**src/rtl/fir_sample_feeder.sv**
```systemverilog
// fir_sample_feeder: upstream stage of the 64-tap serial-MAC FIR.
// Buffers samples in a small FIFO behind a valid/ready handshake and presents
// each sample to the FIR as a TAPS-cycle burst of fir_ready with fir_sig held
// constant for the entire burst.
//
// Handshake: a sample is transferred on a rising clk edge where
// s_valid & s_ready are both high. s_ready is registered and reflects
// (fifo_level != FIFO_DEPTH), so the FIFO can never overflow.
//
// Optional build macro: FEEDER_ZERO_FILL_EN
//   defined   - at frame end with an empty FIFO, load fir_sig=0 and keep
//               bursting, so fir_ready stays high after the first sample
//               and the FIR delay line flushes with zeros.
//   undefined - at frame end with an empty FIFO, return to IDLE and hold
//               fir_sig at its last value.
//
// dbg_state exposes the FSM state (0 = IDLE, 1 = RUN) for checkers.
module fir_sample_feeder #(
    parameter int WIDTH      = 18,
    parameter int TAPS       = 64,
    parameter int FIFO_DEPTH = 8
) (
    input  logic                          clk,
    input  logic                          rst_n,
    input  logic signed [WIDTH-1:0]       s_data,
    input  logic                          s_valid,
    output logic                          s_ready,
    output logic signed [WIDTH-1:0]       fir_sig,
    output logic                          fir_ready,
    output logic                          frame_done,
    output logic [$clog2(FIFO_DEPTH):0]   fifo_level,
    output logic [0:0]                    dbg_state
);

    localparam int AW = $clog2(FIFO_DEPTH);
    localparam int LW = AW + 1;
    localparam int CW = (TAPS > 1) ? $clog2(TAPS) : 1;

    localparam logic [CW-1:0] LAST_TAP = CW'(TAPS - 1);
    localparam logic [LW-1:0] FULL_LVL = LW'(FIFO_DEPTH);

    localparam logic [0:0] IDLE = 1'b0;
    localparam logic [0:0] RUN  = 1'b1;

    logic signed [WIDTH-1:0] mem_q [FIFO_DEPTH];

    logic [AW-1:0]           wr_ptr_q, wr_ptr_d;
    logic [AW-1:0]           rd_ptr_q, rd_ptr_d;
    logic [LW-1:0]           level_q, level_d;
    logic                    s_ready_q, s_ready_d;
    logic [0:0]              state_q, state_d;
    logic [CW-1:0]           cnt_q, cnt_d;
    logic signed [WIDTH-1:0] sig_q, sig_d;
    logic                    fir_ready_q, fir_ready_d;
    logic                    frame_done_q, frame_done_d;

    logic push;
    logic pop;

    assign push = s_valid & s_ready_q;

    // Frame sequencing: decide when to pop the FIFO head into the hold register.
    always_comb begin
        pop     = 1'b0;
        state_d = state_q;
        cnt_d   = cnt_q;
        sig_d   = sig_q;
        case (state_q)
            IDLE: begin
                if (level_q != '0) begin
                    pop     = 1'b1;
                    sig_d   = mem_q[rd_ptr_q];
                    cnt_d   = '0;
                    state_d = RUN;
                end
            end
            RUN: begin
                if (cnt_q == LAST_TAP) begin
                    // Frame closes this edge; a push landing on this same
                    // edge is not yet counted in level_q.
                    cnt_d = '0;
                    if (level_q != '0) begin
                        pop   = 1'b1;
                        sig_d = mem_q[rd_ptr_q];
                    end else begin
`ifdef FEEDER_ZERO_FILL_EN
                        sig_d = '0;
`else
                        state_d = IDLE;
`endif
                    end
                end else begin
                    cnt_d = cnt_q + 1'b1;
                end
            end
            default: begin
                state_d = IDLE;
                cnt_d   = '0;
            end
        endcase
    end

    // FIFO bookkeeping and registered output flags derived from next state.
    always_comb begin
        wr_ptr_d     = wr_ptr_q + AW'(push);
        rd_ptr_d     = rd_ptr_q + AW'(pop);
        level_d      = level_q + LW'(push) - LW'(pop);
        s_ready_d    = (level_d != FULL_LVL);
        fir_ready_d  = (state_d == RUN);
        frame_done_d = (state_d == RUN) && (cnt_d == LAST_TAP);
    end

    // Sample storage; contents are don't-care once the pointers are reset.
    always_ff @(posedge clk) begin
        if (push) begin
            mem_q[wr_ptr_q] <= s_data;
        end
    end

    // Control and output registers with synchronous active-low reset.
    always_ff @(posedge clk) begin
        if (!rst_n) begin
            wr_ptr_q     <= '0;
            rd_ptr_q     <= '0;
            level_q      <= '0;
            s_ready_q    <= 1'b0;
            state_q      <= IDLE;
            cnt_q        <= '0;
            sig_q        <= '0;
            fir_ready_q  <= 1'b0;
            frame_done_q <= 1'b0;
        end else begin
            wr_ptr_q     <= wr_ptr_d;
            rd_ptr_q     <= rd_ptr_d;
            level_q      <= level_d;
            s_ready_q    <= s_ready_d;
            state_q      <= state_d;
            cnt_q        <= cnt_d;
            sig_q        <= sig_d;
            fir_ready_q  <= fir_ready_d;
            frame_done_q <= frame_done_d;
        end
    end

    assign s_ready    = s_ready_q;
    assign fir_sig    = sig_q;
    assign fir_ready  = fir_ready_q;
    assign frame_done = frame_done_q;
    assign fifo_level = level_q;
    assign dbg_state  = state_q;

endmodule

```
**config.mk**
```make
export PLATFORM = sky130hd
export DESIGN_NAME = fir_sample_feeder
export DESIGN_NICKNAME = d
export VERILOG_FILES = /design/src/rtl/fir_sample_feeder.sv
export SDC_FILE = /design/constraint.sdc
export NUM_CORES = 1
export LEC_CHECK = 0
export ABC_CLOCK_PERIOD_IN_PS = 2700
export BUFFER_PORTS_ARGS = -buffer_cell sky130_fd_sc_hd__buf_4
export CELL_PAD_IN_SITES_DETAIL_PLACEMENT = 1
export CELL_PAD_IN_SITES_GLOBAL_PLACEMENT = 2
export CORE_UTILIZATION = 33
export CTS_BUF_LIST = sky130_fd_sc_hd__clkbuf_16
export DETAILED_ROUTE_END_ITERATION = 7
export GPL_TIMING_DRIVEN = 0
export HOLD_SLACK_MARGIN = 0.03
export PLACE_DENSITY_LB_ADDON = 0.1
export SYNTH_ARGS = -nofsm -noshare
export SYNTH_HDL_FRONTEND = slang
export SYNTH_SLANG_ARGS = --single-unit
```
**constraint.sdc**
```tcl
create_clock -name clk -period 2.7 [get_ports clk]
set_clock_uncertainty 0.1 [all_clocks]
set_input_delay 0.27 -clock clk [delete_from_list [all_inputs] [get_ports clk]]
set_output_delay 0.27 -clock clk [all_outputs]
set_load 0.03 [all_outputs]
```
# Word-level counts from Yosys, hierarchy flattened
# Memory sizes are Yosys's and may differ from the RTL's. A register that Yosys moved wholly into a read port is not among the register bits.
# Cells that the tools add are included.
# totals
memories	1
ramBits	144
output_inout_bits	26
word_cells	36
input_bits	21
ff_bits	37
# memory_table
memory	depth	word_bits	read_ports	rd_ports_with_merged_regs	wr	line	text
mem_q	8	18	1	1	1	45	logic signed [WIDTH-1:0] mem_q [FIFO_DEPTH];
# classes
n_bitwise	2
eq_ne	4
reduce_logical	2
muxes	14
addsub	5
# ops
cell	count
$mux 18	2
$pmux 18 s2	1
$eq 6x6->1 const B	2
$mux 6	2
$pmux 6 s2	1
$add 3x1->3	2
$add 6x1->6 const B	1
$mux 1	5
$add 4x1->4	1
$ne 4x4->1 const B	1
$pmux 1 s2	2
$reduce_bool 4->1	1
$sub 4x1->4	1
$mux 3	1
$ne 2x1->1 const B	1
$and 1x1->1	1
$logic_and 1x1->1	1
$not 1->1	1

# Logic depth before layout (Yosys ltp)
# depth
depth_word	6
ltp_mapped	11
mapped_depth_nobuf	11

# Worst setup path after synthesis
# Ideal clock, no wire load.
# synth_path
path_type	register to register
from	register level_q[2], in the netlist fifo_level[2]
to	register s_ready_q, in the netlist s_ready
slack_ps	-18
path_buffers	0
t_required_ps	2475
synth_period_minus_slack_ps	2718
arrival_ps	2493
setup_ps	125
stages_incl_launch_ff	12
cell_sequence	dfxtp_1 inv_1 ha_1 nor3b_1 nor2_1 ha_1 inv_1 ha_1 inv_1 fa_1 inv_1 o41a_1
# synth_via
elab_chain_cells	6
word_cells_on_any_way	7
classes_between	add/sub: 2; eq/ne: 1; mux: 3; reduce/logical: 1
# synth_lines
element	line	text
start: declaration	49	logic [LW-1:0] level_q, level_d;
start signal: assignment	135	level_q <= level_d;
$reduce_bool 4->1	70, 82	
$mux 1	70, 82	
$mux 1	78	if (cnt_q == LAST_TAP) begin
$pmux 1 s2	68	case (state_q)
$sub 4x1->4 (*)	107	level_d = level_q + LW'(push) - LW'(pop);
$ne 4x4->1 (*)	108	s_ready_d = (level_d != FULL_LVL);
end signal: assignment	136	s_ready_q <= s_ready_d;
end: declaration	50	logic s_ready_q, s_ready_d;
# Every way passes the cells marked *; elsewhere a longest branch is shown, timed or not.
# A chain may end at the register's enable or synchronous reset.

# Final worst setup path
# layout_path
from	register cnt_q[0]
to	register s_ready_q, in the netlist s_ready
# layout_via
elab_chain_cells	5
# layout_lines
element	line	text
start: declaration	52	logic [CW-1:0] cnt_q, cnt_d;
start signal: assignment	138	cnt_q <= cnt_d;
$eq 6x6->1	78	
$mux 1	78	
$pmux 1 s2	68	
$sub 4x1->4	107	
$ne 4x4->1	108	
# Every way passes these cells.

==> run summary <==
Post-layout minimum cycle time -> 2595 ps
Post-Synth XOR/XNOR Area -> 0.6173%
CTS H-tree depth -> 4
Synth top area cells -> edfxtp_1 61%, dfxtp_1 10%, mux4_1 9.6%
Die span in x -> 148.6 um
Synth Cell Area -> 7094 um2
Adder-Cell Fraction of Synth Area -> 2.046%
Clock root buffer -> clkbuf_16
Synth top area share -> 60.95%
Crit Reg-Reg Endpoint -> s_ready
Crit path from -> cnt_q[0]
Syn avg cell area -> 19.65 um2
CP Data Required Time -> 2910 ps
Hold path start -> s_valid
R2R setup slack -> 100 ps
Leakage -> 0.003102 uW
Status -> completed
Drt total wl -> 15940 um
Initial antenna violation count -> 0
CP peak stage delay -> 500 ps
Placer Congestion -> 0.6787
Synth warnings -> 0
Arrival @ worst endpoint -> 2810 ps
Via Count -> 3656
Max-Cap Viols -> 0
Post-synth top cells -> 144 x edfxtp_1, 37 x dfxtp_1, 26 x mux4_1
Largest family of logic cells by synthesized area -> multiplexers
Count leader, synth -> edfxtp_1
Ports -> 47
R2r worst-path depth -> 11
Peak supply drop -> 0.3879 mV
Via density -> 4.888
Critical Path End Type -> flop
EDFF count, synth -> 144
Main flop type after synthesis -> edfxtp_1
Slew headroom -> 43.54%
Mux contribution to synthesized area -> 15.66%
Slew @ Worst Pin -> 846.9 ps
#FFs+latches synth -> 181
Rows -> 53
Most common cell on crit path -> inv_1
Number of global-route vias before repair -> 3861
CTS tree -> built
Cells after Synth -> 361
GRT Util Overall -> 15.53%
Drt wl/cell -> 21.31 um
Clock latency on the worst-skew pair -> 430 ps
Final period util -> 96.12%
Largest net degree at the start of global routing -> 19
Fin cells -> 748
PortBufs -> 46
DIE HEIGHT -> 148.6 um
Crit path max fanout -> 4
Crit Reg-Reg Startpoint -> cnt_q[0]
Critical path launch point type -> flop
Dpl hpwl -> 10330 um
Gr ovfl total -> 0
Post-synth cell types -> 38
Hold Crit Class -> input port to flop
Hold path depth -> 4
Final Setup Violations -> 0
Fmax -> 0.3853 GHz
Worst Hold End -> wr_ptr_q[0]
Reg clk slew, reported paths -> 70 ps
Hold Vio Cnt, Final -> 0
Clock Tree Buf Depth -> 2
Slowest stage cell, crit path -> fa_1
Antenna fix cells -> 0
Register area share after synthesis -> 71.39%
Antenna-violating nets left -> 0
Worst setup margin -> 104.8 ps
Drt pass-1 iters -> 6
Most area-hungry cell type in the Yosys netlist -> edfxtp_1
Power Dens Cells -> 939.6 nW/um2
Kind of critical path -> flop to flop
Simple-gate area share of the yosys netlist -> 4.127%
Cells after DPL -> 691
CTS sink cnt -> 181
Nets@finish -> 493
First-pass GRT wire length -> 24080 um
CP cell instances -> ha_4, nand3_4, o21a_1, nor2_4, ha_4, inv_1, ha_2, inv_1, fa_1, inv_1, o41a_1
Final Slew Violations -> 0
Drt initial violations -> 196
FFs w/ async S/R, synth -> 0%
Core box area -> 21020 um2
Cell Area, Placed -> 7974 um2
Starting Density -> 33.75%
Layout cell share with drive strength beyond 1 -> 32.14%
Final Cell Area -> 8932 um2
Die area -> 22090 um2
Synth Net Count -> 393
Compound-Gate Fraction of Synth Area -> 3.739%
Post-layout util -> 42.49%
Drt drc -> 0
Setup TNS -> 0 ps
Dpl ws -> -390.8 ps
Area Growth Syn to Fin -> 25.91%
CTS Buf Count -> 17
-- cells by family after synthesis --
kind of cell | Yosys count
flip-flops | 181
adder cells (fa/ha/maj) | 11
XOR/XNOR | 5
AO/OA/AOI/OAI | 33
buffers and inverters | 25
AND/OR/NAND/NOR | 52
multiplexers | 54
-- cell type report --
class | count | area [um2]
clock buffer | 17 | 425.4
timing repair buffer | 82 | 750.7
inverter | 8 | 30.03
tap | 275 | 344.1
fill | 2006 | 12090
sequential | 181 | 5074
multi-input combinational | 155 | 1959
clock inverter | 14 | 211.5
buffer | 16 | 137.6
-- worst max path at each step --
stage / end
after global routing: s_ready
after floorplan: s_ready
after CTS: s_ready
final: s_ready
after global placement: mem_q[0][9]
after detailed placement: s_ready
-- state kept, by name (all words and copies together) (netlist names) --
name and cells:
mem_q 144, fir_ready 1, s_ready 1, frame_done 1
fifo_level 4, fir_sig 18, rd_ptr_q 3, cnt_q 6
wr_ptr_q 3
-- timing repair --
action | 4_1_cts | 5_1_grt
resized for setup | 11 | 6
pin swaps | 4 | 5
setup endpoints to repair | 4 | 1
setup buffers | 6 | 3
hold buffers | 18 | 0
hold endpoints to repair | 144 | 0
-- placed cells by master, fill, tap and decap left out, drive strengths merged, types with 4 or more instances in the layout --
| cell type | instances |
|---|---|
| edfxtp | 144 |
| buf | 74 |
| dfxtp | 37 |
| mux4 | 36 |
| clkbuf | 23 |
| mux2 | 18 |
| a22o | 18 |
| dlygate4sd3 | 18 |
| inv | 12 |
| and2 | 11 |
| ha | 10 |
| nor2 | 8 |
| nand2 | 7 |
| nor2b | 5 |
| bufinv | 5 |
| nand2b | 4 |
| o21ai | 4 |
| clkinv | 4 |
-- critical path, delay by kind of cell (launching register included) --
family                     cells  cell delay (ps)
and+or+nand+nor                2              220
buffers and inverters          3              150
DFF                            1              360
adders and majority gates      4             1010
AOI/OAI and AO/OA              2              640
-- stage by stage --
stage	hold slack [ps]	total power (uW)
2_1_floorplan	268.9	4894
3_3_place_gp	361.9	5584
3_5_place_dp	369.7	5647
4_1_cts	294.7	8452
5_1_grt	330.4	8785
6_report	302.6	8393
-- power breakdown --
part | total, uW | internal, uW | switching [uW] | leakage [uW]
clock network | 2680 | 1640 | 1050 | 0.000315
logic | 2260 | 1100 | 1160 | 0.00118
registers | 3450 | 3280 | 165 | 0.00161
total | 8390 | 6020 | 2370 | 0.00310
-- routing by layer --
metal | GRT usage (%) | wire (um) | vias up
li1 | - | - | 1672
met1 | 21.00 | 7565 | 1918
met2 | 24.81 | 7709 | 53
met3 | 2.975 | 441 | 13
met4 | 5.773 | 223 | 0
met5 | 0 | 0 | -
Power figures use the tool's default switching activity.
